$ cat config.mk
export PLATFORM = sky130hd
export DESIGN_NAME = usb_uart_tx_arbiter
export DESIGN_NICKNAME = d
export VERILOG_FILES = /design/src/rtl/usb_uart_tx_arbiter.sv
export SDC_FILE = /design/constraint.sdc
export NUM_CORES = 1
export LEC_CHECK = 0
export BUFFER_PORTS_ARGS = -buffer_cell sky130_fd_sc_hd__buf_2
export CAP_MARGIN = 25
export CELL_PAD_IN_SITES_DETAIL_PLACEMENT = 2
export CELL_PAD_IN_SITES_GLOBAL_PLACEMENT = 2
export CORE_ASPECT_RATIO = 0.9
export CORE_MARGIN = 3
export CORE_UTILIZATION = 35
export DETAILED_ROUTE_END_ITERATION = 8
export PLACE_DENSITY_LB_ADDON = 0.1
export SETUP_SLACK_MARGIN = 0.4
export SYNTH_ARGS = -nofsm -noshare
export SYNTH_HDL_FRONTEND = slang
export SYNTH_SLANG_ARGS = --single-unit
export TNS_END_PERCENT = 5
$ cat constraint.sdc
create_clock -name clk_48mhz -period 3.81 [get_ports clk_48mhz]
set_input_delay 0.1905 -clock clk_48mhz [delete_from_list [all_inputs] [get_ports clk_48mhz]]
set_output_delay 0.1905 -clock clk_48mhz [all_outputs]
set_load 0.02 [all_outputs]
$ cat src/rtl/usb_uart_tx_arbiter.sv
// Round-robin, frame-locking arbiter that shares the usb_uart transmit byte pipeline among NUM_REQ requesters.
// Optional tag header per grant (8'hF0 | grant_idx) is enabled by defining USB_UART_TX_ARB_TAG_EN.
module usb_uart_tx_arbiter #(
  parameter int         NUM_REQ      = 4,
  parameter int         MAX_BURST    = 64,
  parameter int         IDLE_TIMEOUT = 255,
  parameter logic [7:0] TERM_BYTE    = 8'h0A
) (
  input  logic                       clk_48mhz,
  input  logic                       reset_n,
  input  logic [NUM_REQ*8-1:0]       req_data,
  input  logic [NUM_REQ-1:0]         req_valid,
  output logic [NUM_REQ-1:0]         req_ready,
  output logic [7:0]                 uart_in_data,
  output logic                       uart_in_valid,
  input  logic                       uart_in_ready,
  output logic [$clog2(NUM_REQ)-1:0] grant_idx,
  output logic                       busy
);

  localparam int         IDX_W       = $clog2(NUM_REQ);
  localparam logic [7:0] BURST_LIMIT = 8'(MAX_BURST);
  localparam logic [7:0] IDLE_LIMIT  = 8'(IDLE_TIMEOUT);

  // Handshakes on both sides: a byte moves on a cycle where valid and ready
  // are both high; a valid byte and its data stay stable until that cycle.
  typedef enum logic [1:0] {
    ST_IDLE,
    ST_LOCK,
    ST_RELEASE
`ifdef USB_UART_TX_ARB_TAG_EN
    , ST_HEADER
`endif
  } state_t;

  state_t           state_q, state_d;
  logic [IDX_W-1:0] grant_q, grant_d;
  logic [IDX_W-1:0] rr_q, rr_d;
  logic [7:0]       burst_q, burst_d;
  logic [7:0]       idle_q, idle_d;
  logic [7:0]       out_data_q, out_data_d;
  logic             out_valid_q, out_valid_d;

  logic             out_free;
  logic             sel_valid;
  logic [7:0]       sel_data;
  logic             accept;
  logic [7:0]       burst_inc;
  logic [7:0]       idle_inc;
  logic             arb_found;
  logic [IDX_W-1:0] arb_idx;

  assign uart_in_data  = out_data_q;
  assign uart_in_valid = out_valid_q;
  assign grant_idx     = grant_q;
  assign busy          = (state_q != ST_IDLE);

  // The output register can take a new byte when empty or draining this cycle.
  assign out_free  = !out_valid_q || uart_in_ready;
  assign sel_valid = req_valid[grant_q];
  assign sel_data  = req_data[{grant_q, 3'b000} +: 8];
  assign accept    = (state_q == ST_LOCK) && sel_valid && out_free;

  assign burst_inc = (burst_q == 8'hFF) ? burst_q : burst_q + 8'd1;
  assign idle_inc  = (idle_q == 8'hFF) ? idle_q : idle_q + 8'd1;

  always_comb begin
    req_ready = '0;
    if ((state_q == ST_LOCK) && out_free) begin
      req_ready = NUM_REQ'(1) << grant_q;
    end
  end

  // First valid requester at or after the round-robin pointer, wrapping.
  always_comb begin
    int j;
    arb_found = 1'b0;
    arb_idx   = '0;
    j         = 0;
    for (int k = 0; k < NUM_REQ; k++) begin
      j = int'(rr_q) + k;
      if (j >= NUM_REQ) begin
        j = j - NUM_REQ;
      end
      if (!arb_found && req_valid[IDX_W'(j)]) begin
        arb_found = 1'b1;
        arb_idx   = IDX_W'(j);
      end
    end
  end

  always_comb begin
    state_d     = state_q;
    grant_d     = grant_q;
    rr_d        = rr_q;
    burst_d     = burst_q;
    idle_d      = idle_q;
    out_data_d  = out_data_q;
    out_valid_d = out_valid_q;

    if (out_valid_q && uart_in_ready) begin
      out_valid_d = 1'b0;
    end

    case (state_q)
      ST_IDLE: begin
        if (arb_found) begin
          grant_d = arb_idx;
          burst_d = 8'd0;
          idle_d  = 8'd0;
`ifdef USB_UART_TX_ARB_TAG_EN
          // The output register is always empty in IDLE, so the header is loaded on the grant edge.
          out_data_d  = 8'hF0 | 8'(arb_idx);
          out_valid_d = 1'b1;
          state_d     = ST_HEADER;
`else
          state_d = ST_LOCK;
`endif
        end
      end
`ifdef USB_UART_TX_ARB_TAG_EN
      ST_HEADER: begin
        if (uart_in_ready) begin
          state_d = ST_LOCK;
        end
      end
`endif
      ST_LOCK: begin
        if (accept) begin
          out_data_d  = sel_data;
          out_valid_d = 1'b1;
          burst_d     = burst_inc;
          idle_d      = 8'd0;
          if ((sel_data == TERM_BYTE) || (burst_inc >= BURST_LIMIT)) begin
            state_d = ST_RELEASE;
          end
        end else if (!sel_valid) begin
          idle_d = idle_inc;
          if (idle_inc >= IDLE_LIMIT) begin
            state_d = ST_RELEASE;
          end
        end
      end
      ST_RELEASE: begin
        // Hold the grant until the frame's last byte has left the output register.
        if (out_free) begin
          state_d = ST_IDLE;
          rr_d    = (grant_q == IDX_W'(NUM_REQ - 1)) ? '0 : grant_q + 1'b1;
        end
      end
      default: begin
        state_d = ST_IDLE;
      end
    endcase
  end

  always_ff @(posedge clk_48mhz or negedge reset_n) begin
    if (!reset_n) begin
      state_q     <= ST_IDLE;
      grant_q     <= '0;
      rr_q        <= '0;
      burst_q     <= 8'd0;
      idle_q      <= 8'd0;
      out_data_q  <= 8'd0;
      out_valid_q <= 1'b0;
    end else begin
      state_q     <= state_d;
      grant_q     <= grant_d;
      rr_q        <= rr_d;
      burst_q     <= burst_d;
      idle_q      <= idle_d;
      out_data_q  <= out_data_d;
      out_valid_q <= out_valid_d;
    end
  end

endmodule

Yosys cells after proc, flatten, opt, wreduce, memory -nomap -nowiden. Cells that the tools add are included.

Reduce and logical (&&, ||, !) cells: 22. Equal/unequal tests: 12. Shifts and indexed selects: 2. Muxes and demuxes: 46. $add $sub $neg: 10. Order comparisons: 11.

Operators by type and width (number): 2-to-1 mux 8 bit (6); one-hot mux 8 bit (2 select lines) (2); indexed part select 32 x 6 -> 8 bit (1); 2-to-1 mux 2 bit (15); adder 8 x 1 -> 8 bit, second input constant (2); == test 8 bit, second input constant (2); less-than comparator 2 x 4 -> 1 bit, second input constant (4); 2-to-1 mux 1 bit (16); binary-select mux 1 bit (select 2 bit) (5); >= comparator 3 bit, second input constant (3); == test 8 x 4 -> 1 bit, second input constant (1); >= comparator 8 x 7 -> 1 bit, second input constant (1); >= comparator 8 bit, second input constant (1); subtractor 2 x 1 -> 2 bit, second input constant (4); logical AND 1 bit (7); adder 2 x 2 -> 3 bit, second input constant (2); inequality test 2 bit, second input constant (3); inequality test 3 x 2 -> 1 bit, second input constant (2); one-hot mux 2 bit (3 select lines) (1); AND reduction 2 bit (3); AND reduction 3 bit (2); AND reduction 5 bit (1); == test 2 bit, second input constant (2); zero test 1 bit (4); other kinds (11) (13).

Word-level logic and storage cells: 110. Input bits: 39. Register bits: 31.

Longest topological paths before layout.
Word-level depth: 17. Gate-level depth with buffers: 7.

Worst setup path after synthesis. No wires, ideal clock.

Path type: register to register. Start point: register grant_q[0] (netlist: grant_idx[0]). End point: register idle_q[0]. Arrival: 1907 ps. Setup slack: 1778 ps. Buffers on the path: 0. Cell stages (with the launch flop): 6. Cell sequence: dfrtp_1 > mux4_2 > and2_4 > a211oi_4 > nand2_1 > mux2_2.

Word-level cells in the longest chain between the ends: 6. Elaborated cells on any way between the ends: 8.

RTL lines: from (decl) (line 37) `logic [IDX_W-1:0] grant_q, grant_d;`; from (signal assigned) (line 168) `grant_q <= grant_d;`; binary-select mux 1 bit (select 2 bit) * (line 60) `assign sel_valid = req_valid[grant_q];`; 2-to-1 mux 1 bit (not written as such) * (line 60); logical AND 1 bit (2 in a row) (line 62) `assign accept = (state_q == ST_LOCK) && sel_valid && out_free;`; inequality test 3 bit (no source line) or 2-to-1 mux 8 bit (tied branches); AND reduction 3 bit (no source line) or one-hot mux 8 bit (2 select lines) (tied branches); to (signal assigned) (line 171) `idle_q <= idle_d;`; to (decl) (line 40) `logic [7:0] idle_q, idle_d;`.

Every way passes the cells marked *; elsewhere a longest branch is shown, timed or not. The select of a mux whose other input is x is not followed. A chain may end at the register's enable or synchronous reset.

Final worst setup path. Same ends and word-level chain as after synthesis.

==> flow_summary_export.csv <==
group,metric,value,unit
detailed_routing,wire_per_inst,19.1,µm
sta,setup-violations-final,0,
sta,fin_tns_setup,0,ns
floorplanning,fp.dieW,86.1,µm
global_route,grt_pass1_wl,10.3,mm
sta,post-route-period-util,0.735,
setup_path,required,3.98,ns
setup_path,endpoint_kind,"flop",
synth,yosys_register_bits,31,
synth,syn_nets,240,
floorplanning,core_region_area,5410,µm²
global_route,grt_max_degree,32,
placed_design,dp_hpwl,4.45,mm
synth,synth_warnings,0,
sta,tightestPinTransition,0.734,ns
clock_tree,root_buffer,"clkbuf_8",
sta,finalHoldViolCount,0,
floorplanning,initial_utilization,0.373,
sta,max_freq,357,MHz
clock_tree,post_cts_buffers,0,
power_and_ir_drop,powerDensity,716,nW/µm²
power_and_ir_drop,p_leak,1.08,nW
detailed_routing,routed_wirelength,6.12,mm
placed_design,port_buffers,54,
synth,synth.avg_cell_area,10.4,µm²
clock_tree,cts_tree,"built",
floorplanning,die_area,6720,µm²
sta,rsz0062_at_grt,"no",
clock_tree,clock_latency,0.29,ns
placed_design,gp_congestion,0.736,
synth,yosysTopAreaCell,"dfrtp_1",
sta,holdWs,0.263,ns
synth,yosysUniqueCellTypes,47,
placed_design,place_area,2340,µm²
clock_tree,clk_pin_slew_worst_paths,0.07,ns
detailed_routing,vias,1783,
setup_path,path_class,"flop to flop",
synth,synthTopCellsByCount,"31 x dfrtp_1, 21 x nand2_1, 21 x nor2_1, 11 x mux2_2, 10 x o21ai_0",
setup_path,critPathMaxFanout,14,
finish,finalNetCount,297,
clock_tree,clockBufferDepth,2,
detailed_routing,first_pass_iters,4,
detailed_routing,drc,0,
synth,synth_top_area_frac,0.384,
finish,area_growth,21.9,%
synth,synth.most_common_cell,"dfrtp_1",
detailed_routing,via_per_inst,5.57,
sta,slew_violations,0,
sta,final.min_clock_period,2.80,ns
global_route,antenna_found_initial,0,
run,maxCapViolations,0,
sta,fin_skew,0.00952,ns
synth,synth_ff_type,"dfrtp_1",
min_path,min_path_type,"input pin to flop",
synth,synth_area_leaders,"dfrtp_1 38%, mux4_2 10%, mux2_2 6.1%",
clock_tree,hold_buffers,1,
synth,synthCells,195,
setup_path,startpoint_type,"flop",
setup_path,cp_data_arrival_time,2.97,ns
clock_tree,h-tree-depth,2,
floorplanning,row_count,25,
clock_tree,cts-buffers-inserted,5,
clock_tree,cts-resized-gates,0,
finish,drive_above_1_share,0.368,
finish,postLayoutCellArea,2460,µm²
synth,synth-seq-area-share,0.384,
clock_tree,clkSinkCount,31,
finish,antennaDiodeCount,0,
run_status,status,"finished clean",
detailed_routing,drtIter0Drc,62,
synth,syn_area,2020,µm²
synth,ys_async_sr_fraction,1.00,
sta,slew_headroom,0.510,
power_and_ir_drop,ir_drop,387,µV
global_route,grt_pass1_vias,1914,
floorplanning,ioPinCount,55,
floorplanning,die_h,78.1,µm
synth,synth_edf_count,0,
finish,fill_cells,622,
detailed_routing,drtAntennaViolNets,0,
global_route,grt.total_usage,0.197,
global_route,grt_overflow,0,
layout by cell type (no fill, tap or decap), types with 3 or more instances in the layout:
| master | instances |
|---|---|
| buf_2 | 54 |
| dfrtp_1 | 31 |
| nor2_1 | 21 |
| nand2_1 | 21 |
| mux2_2 | 11 |
| o21ai_0 | 10 |
| mux4_2 | 9 |
| a21oi_1 | 9 |
| and3_1 | 8 |
| nand2b_1 | 6 |
| nand3_1 | 6 |
| ha_1 | 6 |
| clkbuf_8 | 6 |
| inv_1 | 4 |
| mux2i_1 | 4 |
| a21oi_2 | 4 |
| xor2_1 | 3 |
| a31oi_1 | 3 |
flip-flops by register name, indices dropped and copies added, names as in the netlist:
register	count
state_q	2
uart_in_valid	1
grant_idx	2
idle_q	8
burst_q	8
rr_q	2
uart_in_data	8
worst paths after layout:
kind / startpoint / endpoint / slack, ns / cells past startpoint
hold reg to reg: uart_in_data[0] / uart_in_data[0] / 0.51 / 1
setup / recovery: grant_idx[0] / idle_q[0] / 1.01 / 5
min in group asynchronous: reset_n / idle_q[7] / 0.50 / 2
setup reg to reg: grant_idx[0] / idle_q[0] / 1.01 / 5
max in group asynchronous: reset_n / grant_idx[0] / 2.83 / 2
hold / removal: req_valid[2] / grant_idx[1] / 0.26 / 3
critical path, cell delays in order (launching register included):
cell,delay [ns]
dfrtp_1,0.81
mux4_2,0.63
and2_4,0.20
a211oi_4,0.61
nand2_1,0.15
mux2_2,0.29
routing by layer:
metal | part of all wire | up-vias | global-route usage
met5 | 0 | - | 0
met4 | 0.0051 | 0 | 0.0427
met3 | 0.040 | 2 | 0.0451
met2 | 0.49 | 33 | 0.313
met1 | 0.47 | 907 | 0.273
li1 | - | 841 | -
logic make-up after synthesis:
logic type | synth area share
multiplexers | 0.181
XOR/XNOR | 0.0217
flip-flops | 0.384
AO/OA/AOI/OAI | 0.150
adder cells (fa/ha/maj) | 0.0372
AND/OR/NAND/NOR | 0.199
buffers and inverters | 0.0266
cell type report:
cell class              count  area (µm²)  area share
clock buffers               6        82.6      0.0335
repair buffers             55         280       0.114
clock inverters             2        35.0      0.0142
flip-flops and latches     31         776       0.315
well taps                  67        83.8      0.0340
inverters                   4        15.0     0.00609
multi-input cells         155        1190       0.483
per-stage QoR:
step	worst slack [ns]	util	std cells	total power [mW]
6_report	1.01	0.455	320	1.76
5_1_grt	0.723	0.455	320	1.90
4_1_cts	0.958	0.455	320	1.79
3_5_place_dp	0.963	0.432	311	1.43
3_3_place_gp	1.05	0.432	311	1.39
2_1_floorplan	1.78	-	195	1.19
power breakdown:
part / switching (mW) / total (mW) / internal, mW
combinational: 0.464 / 0.837 / 0.373
clock: 0.130 / 0.341 / 0.212
sequential: 0.151 / 0.585 / 0.434
Power figures use the tool's default switching activity.
